===== config.mk =====
export PLATFORM = sky130hd
export DESIGN_NAME = mdio_master_ctrl
export DESIGN_NICKNAME = d
export VERILOG_FILES = /design/src/rtl/mdio_master_ctrl.sv
export SDC_FILE = /design/constraint.sdc
export NUM_CORES = 1
export LEC_CHECK = 0
export CAP_MARGIN = 20
export CORE_UTILIZATION = 25
export DETAILED_ROUTE_END_ITERATION = 8
export PLACE_DENSITY = 0.5
export SYNTH_ARGS = -nofsm -noshare
export SYNTH_HDL_FRONTEND = slang
export SYNTH_SLANG_ARGS = --single-unit

===== constraint.sdc =====
create_clock -name clk -period 3.2 [get_ports clk]
set_input_delay 0.64 -clock clk [delete_from_list [all_inputs] [get_ports clk]]
set_output_delay 0.64 -clock clk [all_outputs]
set_load 0.01 [all_outputs]

===== src/rtl/mdio_master_ctrl.sv =====
// mdio_master_ctrl: Clause-22 MDIO master.
// Accepts a 32-bit frame word and generates MDC by dividing clk. It shifts out
// an optional all-ones preamble followed by the frame, MSB first. On read
// frames it releases MDIO from the TA field onward and captures the 16 data
// bits on rising MDC.
module mdio_master_ctrl #(
  parameter int CLK_DIV      = 4,
  parameter int PREAMBLE_LEN = 32
) (
  input  logic        clk,
  input  logic        reset,
  input  logic        start,
  input  logic [31:0] t_data,
  input  logic        mdio_in,
  output logic        mdc,
  output logic        mdio_out,
  output logic        mdio_oe,
  output logic [15:0] rd_data,
  output logic        data_rdy,
  output logic        busy
);

  localparam int DIV_W = (CLK_DIV > 1) ? $clog2(CLK_DIV) : 1;
  localparam logic [DIV_W-1:0] DIV_LAST = DIV_W'(CLK_DIV - 1);
  localparam int PRE_LAST_I = (PREAMBLE_LEN > 0) ? (PREAMBLE_LEN - 1) : 0;
  localparam logic [4:0] PRE_LAST = 5'(PRE_LAST_I);

  localparam logic [1:0] ST_IDLE  = 2'd0;
  localparam logic [1:0] ST_PRE   = 2'd1;
  localparam logic [1:0] ST_FRAME = 2'd2;

  // Pad drive {oe, out} for frame bit idx: reads release the bus from TA down.
  function automatic logic [1:0] frame_drive(input logic [31:0] frame,
                                             input logic is_rd,
                                             input logic [4:0] idx);
    logic [1:0] r;
    if (is_rd && (idx <= 5'd17)) begin
      r = 2'b00;
    end else begin
      r = {1'b1, frame[idx]};
    end
    return r;
  endfunction

  logic [1:0]       state_q, state_d;
  logic [DIV_W-1:0] div_q, div_d;
  logic             mdc_q, mdc_d;
  logic [4:0]       bit_q, bit_d;
  logic [31:0]      frame_q, frame_d;
  logic             rd_q, rd_d;
  logic [15:0]      shift_q, shift_d;
  logic             out_q, out_d;
  logic             oe_q, oe_d;
  logic [15:0]      rdata_q, rdata_d;
  logic             rdy_q, rdy_d;
  logic             busy_q, busy_d;

  logic wrap_s, rise_s, fall_s, new_rd_s;

  assign wrap_s   = (div_q == DIV_LAST);
  assign rise_s   = wrap_s & ~mdc_q;
  assign fall_s   = wrap_s & mdc_q;
  assign new_rd_s = (t_data[29:28] == 2'b10);

  // Next-state logic: divider, bit sequencing, pad drive and read capture.
  always_comb begin
    state_d = state_q;
    div_d   = div_q;
    mdc_d   = mdc_q;
    bit_d   = bit_q;
    frame_d = frame_q;
    rd_d    = rd_q;
    shift_d = shift_q;
    out_d   = out_q;
    oe_d    = oe_q;
    rdata_d = rdata_q;
    rdy_d   = 1'b0;
    case (state_q)
      ST_IDLE: begin
        div_d = '0;
        mdc_d = 1'b0;
        out_d = 1'b0;
        oe_d  = 1'b0;
        if (start) begin
          frame_d = t_data;
          rd_d    = new_rd_s;
          if (PREAMBLE_LEN > 0) begin
            state_d = ST_PRE;
            bit_d   = PRE_LAST;
            oe_d    = 1'b1;
            out_d   = 1'b1;
          end else begin
            state_d       = ST_FRAME;
            bit_d         = 5'd31;
            {oe_d, out_d} = frame_drive(t_data, new_rd_s, 5'd31);
          end
        end else begin
          state_d = ST_IDLE;
        end
      end
      ST_PRE, ST_FRAME: begin
        if (wrap_s) begin
          div_d = '0;
          mdc_d = ~mdc_q;
        end else begin
          div_d = div_q + DIV_W'(1);
        end
        // Data bits 15..0 of a read are captured on rising MDC.
        if ((state_q == ST_FRAME) && rd_q && rise_s && (bit_q <= 5'd15)) begin
          shift_d = {shift_q[14:0], mdio_in};
        end else begin
          shift_d = shift_q;
        end
        // Bit boundaries sit on falling MDC.
        if (fall_s) begin
          if (bit_q == 5'd0) begin
            if (state_q == ST_PRE) begin
              state_d       = ST_FRAME;
              bit_d         = 5'd31;
              {oe_d, out_d} = frame_drive(frame_q, rd_q, 5'd31);
            end else begin
              state_d = ST_IDLE;
              div_d   = '0;
              mdc_d   = 1'b0;
              out_d   = 1'b0;
              oe_d    = 1'b0;
              if (rd_q) begin
                rdata_d = shift_q;
                rdy_d   = 1'b1;
              end else begin
                rdata_d = rdata_q;
              end
            end
          end else begin
            bit_d = bit_q - 5'd1;
            if (state_q == ST_PRE) begin
              oe_d  = 1'b1;
              out_d = 1'b1;
            end else begin
              {oe_d, out_d} = frame_drive(frame_q, rd_q, bit_q - 5'd1);
            end
          end
        end else begin
          bit_d = bit_q;
        end
      end
      default: begin
        state_d = ST_IDLE;
        div_d   = '0;
        mdc_d   = 1'b0;
        out_d   = 1'b0;
        oe_d    = 1'b0;
      end
    endcase
    busy_d = (state_d != ST_IDLE);
  end

  // State and output registers; reset aborts any transaction at once.
  always_ff @(posedge clk or negedge reset) begin
    if (!reset) begin
      state_q <= ST_IDLE;
      div_q   <= '0;
      mdc_q   <= 1'b0;
      bit_q   <= 5'd0;
      frame_q <= 32'h0000_0000;
      rd_q    <= 1'b0;
      shift_q <= 16'h0000;
      out_q   <= 1'b0;
      oe_q    <= 1'b0;
      rdata_q <= 16'h0000;
      rdy_q   <= 1'b0;
      busy_q  <= 1'b0;
    end else begin
      state_q <= state_d;
      div_q   <= div_d;
      mdc_q   <= mdc_d;
      bit_q   <= bit_d;
      frame_q <= frame_d;
      rd_q    <= rd_d;
      shift_q <= shift_d;
      out_q   <= out_d;
      oe_q    <= oe_d;
      rdata_q <= rdata_d;
      rdy_q   <= rdy_d;
      busy_q  <= busy_d;
    end
  end

  assign mdc      = mdc_q;
  assign mdio_out = out_q;
  assign mdio_oe  = oe_q;
  assign rd_data  = rdata_q;
  assign data_rdy = rdy_q;
  assign busy     = busy_q;

endmodule


==> results of run 1 <==
## metal layers
layer | vias to the layer above | track usage [%] | part of all wire [%]
met3 | 14 | 1.57 | 3.1
met5 | - | 0 | 0
li1 | 1089 | - | -
met4 | 0 | 6.40 | 2.5
met2 | 51 | 15.2 | 47
met1 | 1164 | 14.5 | 47
## through the flow
step / setup WS [ns] / total power (W) / hold WS (ns)
finish: 0.612 / 0.00377 / 0.216
global route: 0.456 / 0.00403 / 0.231
CTS: 0.613 / 0.00383 / 0.450
detailed placement: 0.628 / 0.00271 / 0.442
global placement: 0.668 / 0.00268 / 0.432
floorplan: 0.679 / 0.00235 / 0.344
## cell usage after synthesis (4+ instances only)
cell type,instances
clkbuf_1,8
dfrtp_1,79
ha_1,10
inv_1,7
mux2_2,56
mux2_4,9
mux2i_1,6
mux4_2,6
nand2_1,5
nand3_1,4
nor2_1,16
nor2b_1,4
nor3_1,6
o21ai_0,4
o31ai_1,4
## registers in the layout (all words and copies together) (netlist names)
register and cells:
frame_q 32, mdc 1, state_q 2, shift_q 16, data_rdy 1, bit_q 5, rd_data 16, rd_q 1
busy 1, mdio_oe 1, div_q 2, mdio_out 1
## power groups by stage
stage	logic (W)	registers [W]	clock network (W)
after global routing	0.00132	0.00153	0.00118
after detailed placement	0.00120	0.00150	0
after floorplan	0.000927	0.00142	0
after global placement	0.00118	0.00150	0
final	0.00119	0.00148	0.00109
after CTS	0.00121	0.00149	0.00114
## kinds of logic (layout without fill, tap and decap cells)
kind of cell / count (synthesis) / count (layout) / share of synthesized area, %
multiplexers: 77 / 77 / 26.1
buffers and inverters: 20 / 84 / 2.75
AND/OR/NAND/NOR: 52 / 52 / 8.29
adder cells (fa/ha/maj): 10 / 10 / 3.40
flip-flops: 79 / 79 / 53.7
AO/OA/AOI/OAI: 27 / 27 / 5.51
XOR/XNOR: 1 / 1 / 0.238
## final cells by class
| type | count | area, um^2 | area share, % |
|---|---|---|---|
| Sequential cell | 79 | 1980 | 41.4 |
| Multi-Input combinational cell | 167 | 1600 | 33.6 |
| Timing Repair Buffer | 61 | 616 | 12.9 |
| Clock buffer | 11 | 243 | 5.09 |
| Tap cell | 180 | 225 | 4.72 |
| Clock inverter | 5 | 81.3 | 1.70 |
| Inverter | 7 | 26.3 | 0.551 |
## worst paths after layout
kind,end,start,cells after the start
worst max-delay path,rd_data[1]$_DFFE_PN0P_,bit_q[1]$_DFFE_PN0P_,8
worst min-delay path,rd_data[4]$_DFFE_PN0P_,reset,1
worst max register to register,rd_data[1]$_DFFE_PN0P_,bit_q[1]$_DFFE_PN0P_,8
worst min register to register,div_q[0]$_DFF_PN0_,div_q[0]$_DFF_PN0_,1
max in group asynchronous,frame_q[13]$_DFFE_PN0P_,reset,2
min in group clk,div_q[0]$_DFF_PN0_,div_q[0]$_DFF_PN0_,1
## critical path, delay by kind of cell (launching register included)
kind / cells / cell delay, ns
flip-flops: 1 / 0.47
buffers and inverters: 2 / 0.40
multiplexers: 1 / 0.38
AND/OR/NAND/NOR: 4 / 0.94
adder cells (fa/ha/maj): 1 / 0.27
==> key figures, run 1 <==
Run status
  – Status: complete, no violations

Layout
  – Util after Layout: 33.8%
  – Design Area, Final: 4770 um^2
  – Non-filler cells, final: 510
  – Final-layout fill cell count: 1425
  – Final #Nets: 371
  – Layout cells sized above 1: 30.0%
  – Area grow syn2layout: 29.6%
  – Most common cell after layout, fill and taps aside: dfrtp_1
  – Most frequent cells in the layout: dfrtp_1 (79), mux2_2 (56), clkdlybuf4s50_1 (55), nor2_1 (16), ha_1 (10)
  – Number of diodes: 0

Critical path
  – CP Launch Type: flop
  – CP max stage delay: 0.55 ns
  – R2R setup slack: 0.61 ns
  – Crit path kind: reg2reg
  – Worst Path Arrival: 2.81 ns
  – CP max stage cell: or3b_1
  – Crit path max fanout: 17
  – Crit. End Element: flop
  – Crit-path cells: inv_1, ha_1, or3b_1, nor2_8, nand2_4, nor3_4, buf_4, mux2_2
  – Worst Path Required: 3.42 ns

Synthesis
  – Mapped Nets: 312
  – Syn avg cell area: 13.8 um^2
  – Synth top area share: 53.7%
  – Seq/Total Area, Yosys: 53.7%
  – Ys flop type: dfrtp_1
  – Largest area contributor in the synthesized netlist: dfrtp_1
  – Post-synth EDFFs: 0
  – Top post-synthesis cells by area: dfrtp_1 (54%), mux2_2 (17%), mux2_4 (3.7%), mux4_2 (3.7%), ha_1 (3.4%)
  – Post-synth cell types: 51
  – Post-synthesis cell count: 266
  – YS warnings: 0
  – Post-synth ARST share: 100%
  – Synth Cell Area: 3680 um^2
  – Seq cells post-synth: 79

Timing
  – Final hold viol count: 0
  – Final setup viols: 0
  – Fin crit share: 80.9%
  – Fmax: 0.386 GHz
  – RSZ-0062 raised after global routing: false
  – Worst-margin pin slew: 0.690 ns
  – Slew HR: 53.7%
  – Setup TNS: 0 ns
  – Clock Skew: 0.00555 ns
  – Period minus WS final: 2.59 ns
  – Max-slew violations: 0

Die
  – Core area: 14100 um^2
  – IO Pins: 57
  – Die area: 15200 um^2
  – Rows: 43
  – Die X-Extent: 123 um
  – Starting density of the core: 26.1%
  – Die Y: 123 um

GRT
  – Global-route usage over all layers: 10.4%
  – Vias in the first global route: 2287
  – GRT overflow: 0
  – Initial antenna violation count: 0
  – Wire length of the first global-routing pass: 11.9 mm
  – Largest net degree at the start of global routing: 80

Route
  – Drt pass-1 iters: 4
  – Residual DRC: 0
  – Antenna viol nets, final: 0
  – Vias per std cell: 4.55
  – WL final: 7.31 mm
  – Via count: 2318
  – Drt wl/cell: 14.3 um
  – Initial DRC count: 70

Power
  – Lkg Pwr: 2.09 nW
  – Clock power frac: 29.1%
  – PD cells: 790 nW/um^2
  – Sw Share: 30.2%
  – Gate power share: 31.6%
  – Maximum VDD drop: 0.268 mV
  – Switching power: 0.00114 W
  – Part of the power in registers: 39.4%
  – Power Internal: 0.00263 W

Place
  – DP Wirelength: 4.98 mm
  – Dpl cells: 493
  – Placed Area: 4420 um^2
  – PortBufs: 56
  – GPL Wtd Cong: 0.746

CTS
  – Clock H-tree levels: 3
  – CTS tree: built
  – Post-cts resize count: 0
  – Total CTS buffers: 9
  – Post-CTS Setup Bufs: 0
  – CTS Root Cell: clkbuf_16
  – Clock buffer depth: 2
  – Clk_lat worst skew: 0.33 ns
  – CTS Hold Bufs: 0
  – Sink Count: 79
  – Worst-path clk slew: 0.06 ns

Min path
  – Hold Crit Class: in2async

Run
  – Maxcap violations: 0
Power figures use the tool's default switching activity.
==> run 2, diff against run 1 <==
- PLACE_DENSITY: 0.5 -> 0.52
- clock period: 3.2 -> 2.1 ns (I/O delays scaled with it)
==> key figures, run 2 (same netlist as run 1, synthesis figures left out) <==
Route
  – Via count: 2392
  – Residual DRC: 0
  – Vias per std cell: 4.50
  – Drt wl/cell: 14.3 um
  – Initial DRC count: 62
  – Antenna viol nets, final: 0
  – WL final: 7.61 mm
  – Drt pass-1 iters: 4

Min path
  – Hold Crit Class: in2async

Timing
  – Fmax: 0.483 GHz
  – Period minus WS final: 2.07 ns
  – Fin crit share: 98.5%
  – RSZ-0062 raised after global routing: true
  – Final hold viol count: 1
  – Clock Skew: 0.00709 ns
  – Max-slew violations: 0
  – Worst-margin pin slew: 0.563 ns
  – Slew HR: 62.4%
  – Hold WS: -0.000626 ns
  – Fin worst setup slack: 0.0307 ns
  – Final setup viols: 0

Critical path
  – Worst Path Required: 2.32 ns
  – Reg2Reg Capture Point: rd_data[10]$_DFFE_PN0P_
  – CP Launch Type: flop
  – FF-to-FF path depth: 9
  – Crit. End Element: flop
  – Reg-to-reg startpoint: bit_q[0]$_DFFE_PN0P_
  – Crit-path cells: inv_4, ha_4, or3b_4, nor2_8, nand2_4, nor3_4, buf_12, clkbuf_16, mux2_4
  – Crit path max fanout: 8
  – Crit path kind: reg2reg
  – CP Buf/Inv Count: 3
  – Family with the most delay on the worst path: simple AND/OR/NAND/NOR gates
  – CP max stage delay: 0.42 ns
  – Worst Path Arrival: 2.29 ns
  – CP max stage cell: or3b_4
  – R2R setup slack: 0.03 ns

GRT
  – GRT overflow: 0
  – Initial antenna violation count: 0
  – Global-route usage over all layers: 11.0%
  – Vias in the first global route: 2489
  – Wire length of the first global-routing pass: 12.6 mm
  – Largest net degree at the start of global routing: 39

Place
  – GPL Wtd Cong: 0.744
  – Worst slack, placed: -0.00887 ns
  – Placed Area: 4610 um^2
  – DP Wirelength: 5.40 mm
  – PortBufs: 56

CTS
  – Worst-path clk slew: 0.06 ns
  – Clock H-tree levels: 3
  – CTS Root Cell: clkbuf_16
  – CTS Hold Bufs: 0
  – CTS tree: built
  – Clk_lat worst skew: 0.34 ns
  – Total CTS buffers: 9
  – Clock buffer depth: 2
  – Sink Count: 79

Layout
  – Number of flip-flops under the largest register name: 32
  – Most common cell after layout, fill and taps aside: dfrtp_1
  – Layout cells sized above 1: 36.4%
  – Largest Register: frame_q
  – Design Area, Final: 5000 um^2
  – FF/Latch Area: 1980 um^2
  – Final-layout fill cell count: 1404
  – Number of diodes: 0
  – Most frequent cells in the layout: dfrtp_1 (79), clkdlybuf4s50_1 (55), mux2_2 (53), buf_4 (21), nor2_1 (16)
  – Area taken by multi-input logic gates: 1640 um^2
  – Area grow syn2layout: 35.8%
  – Final #Nets: 393

Power
  – Maximum VDD drop: 0.399 mV
  – Lkg Pwr: 2.18 nW
  – PD cells: 1160 nW/um^2

Die
  – Die area: 15200 um^2
  – Starting density of the core: 26.1%
  – Rows: 43
  – IO Pins: 57
  – Core area: 14100 um^2
  – Die Y: 123 um
  – Die X-Extent: 123 um

Run status
  – Status: complete, but fails checks
  – Failing checks: negative hold slack

Run
  – Maxcap violations: 0
run 2: cell count changes in the layout (fill, tap and decap cells not counted), moves of 3 or more:
cell,delta
buf_12,+4
buf_4,+16
mux2_2,-3
mux2_4,+3
run 2: worst max path at each step:
stage	start	end	slack (ns)	cells past startpoint
after CTS	bit_q[1]$_DFFE_PN0P_	rd_data[3]$_DFFE_PN0P_	0.05	8
final	bit_q[0]$_DFFE_PN0P_	rd_data[10]$_DFFE_PN0P_	0.03	9
after global routing	bit_q[0]$_DFFE_PN0P_	rd_data[10]$_DFFE_PN0P_	-0.03	9
after detailed placement	bit_q[1]$_DFFE_PN0P_	rd_data[3]$_DFFE_PN0P_	-0.009	8
after global placement	bit_q[1]$_DFFE_PN0P_	rd_data[1]$_DFFE_PN0P_	0.01	8
after floorplan	bit_q[0]$_DFFE_PN0P_	rd_data[10]$_DFFE_PN0P_	-0.18	10
run 2: what timing repair did:
action	CTS	global route
resized for setup	1	8
pin swaps	0	0
gates cloned	0	2
endpoints found under the setup margin	8	28
setup buffers	0	3
run 2: through the flow:
stage               cells  power, W  util, %  hold WS [ns]  TNS (ns)
finish                532   0.00577     35.5     -0.000626         0
global route          532   0.00619     35.5        0.0246    -0.344
CTS                   527   0.00583     34.6        0.0130         0
detailed placement    511   0.00437     32.7         0.379   -0.0261
global placement      511   0.00433     32.7         0.378         0
floorplan             266   0.00362        -         0.124     -2.16
run 2: metal layers:
metal | vias to the layer above | routed length (um) | share of wire, % | GRT usage, %
met5 | - | 0 | 0 | 0
met4 | 0 | 135 | 1.8 | 4.52
met3 | 8 | 263 | 3.5 | 3.00
met2 | 42 | 3650 | 48 | 17.0
met1 | 1209 | 3560 | 47 | 14.5
li1 | 1133 | - | - | -
run 2: area by class of cell:
type                    instances  area share, %
clock inverters                 6          0.901
repair buffers                 83           17.0
clock buffers                  10           4.58
flip-flops and latches         79           39.6
well taps                     180           4.51
multi-input cells             167           32.9
inverters                       7          0.576
run 2: worst register-to-register path, stage by stage (launching register included):
cell,delay [ns]
dfrtp_1,0.40
inv_4,0.07
ha_4,0.13
or3b_4,0.42
nor2_8,0.11
nand2_4,0.06
nor3_4,0.15
buf_12,0.15
clkbuf_16,0.16
mux2_4,0.30
run 2: report_power, final:
group | total [W] | leakage, nW | switching, W | internal [W]
Clock | 0.00144 | 0.126 | 0.000630 | 0.000806
Sequential | 0.00223 | 1.00 | 0.000281 | 0.00195
Combinational | 0.00211 | 1.05 | 0.000922 | 0.00119
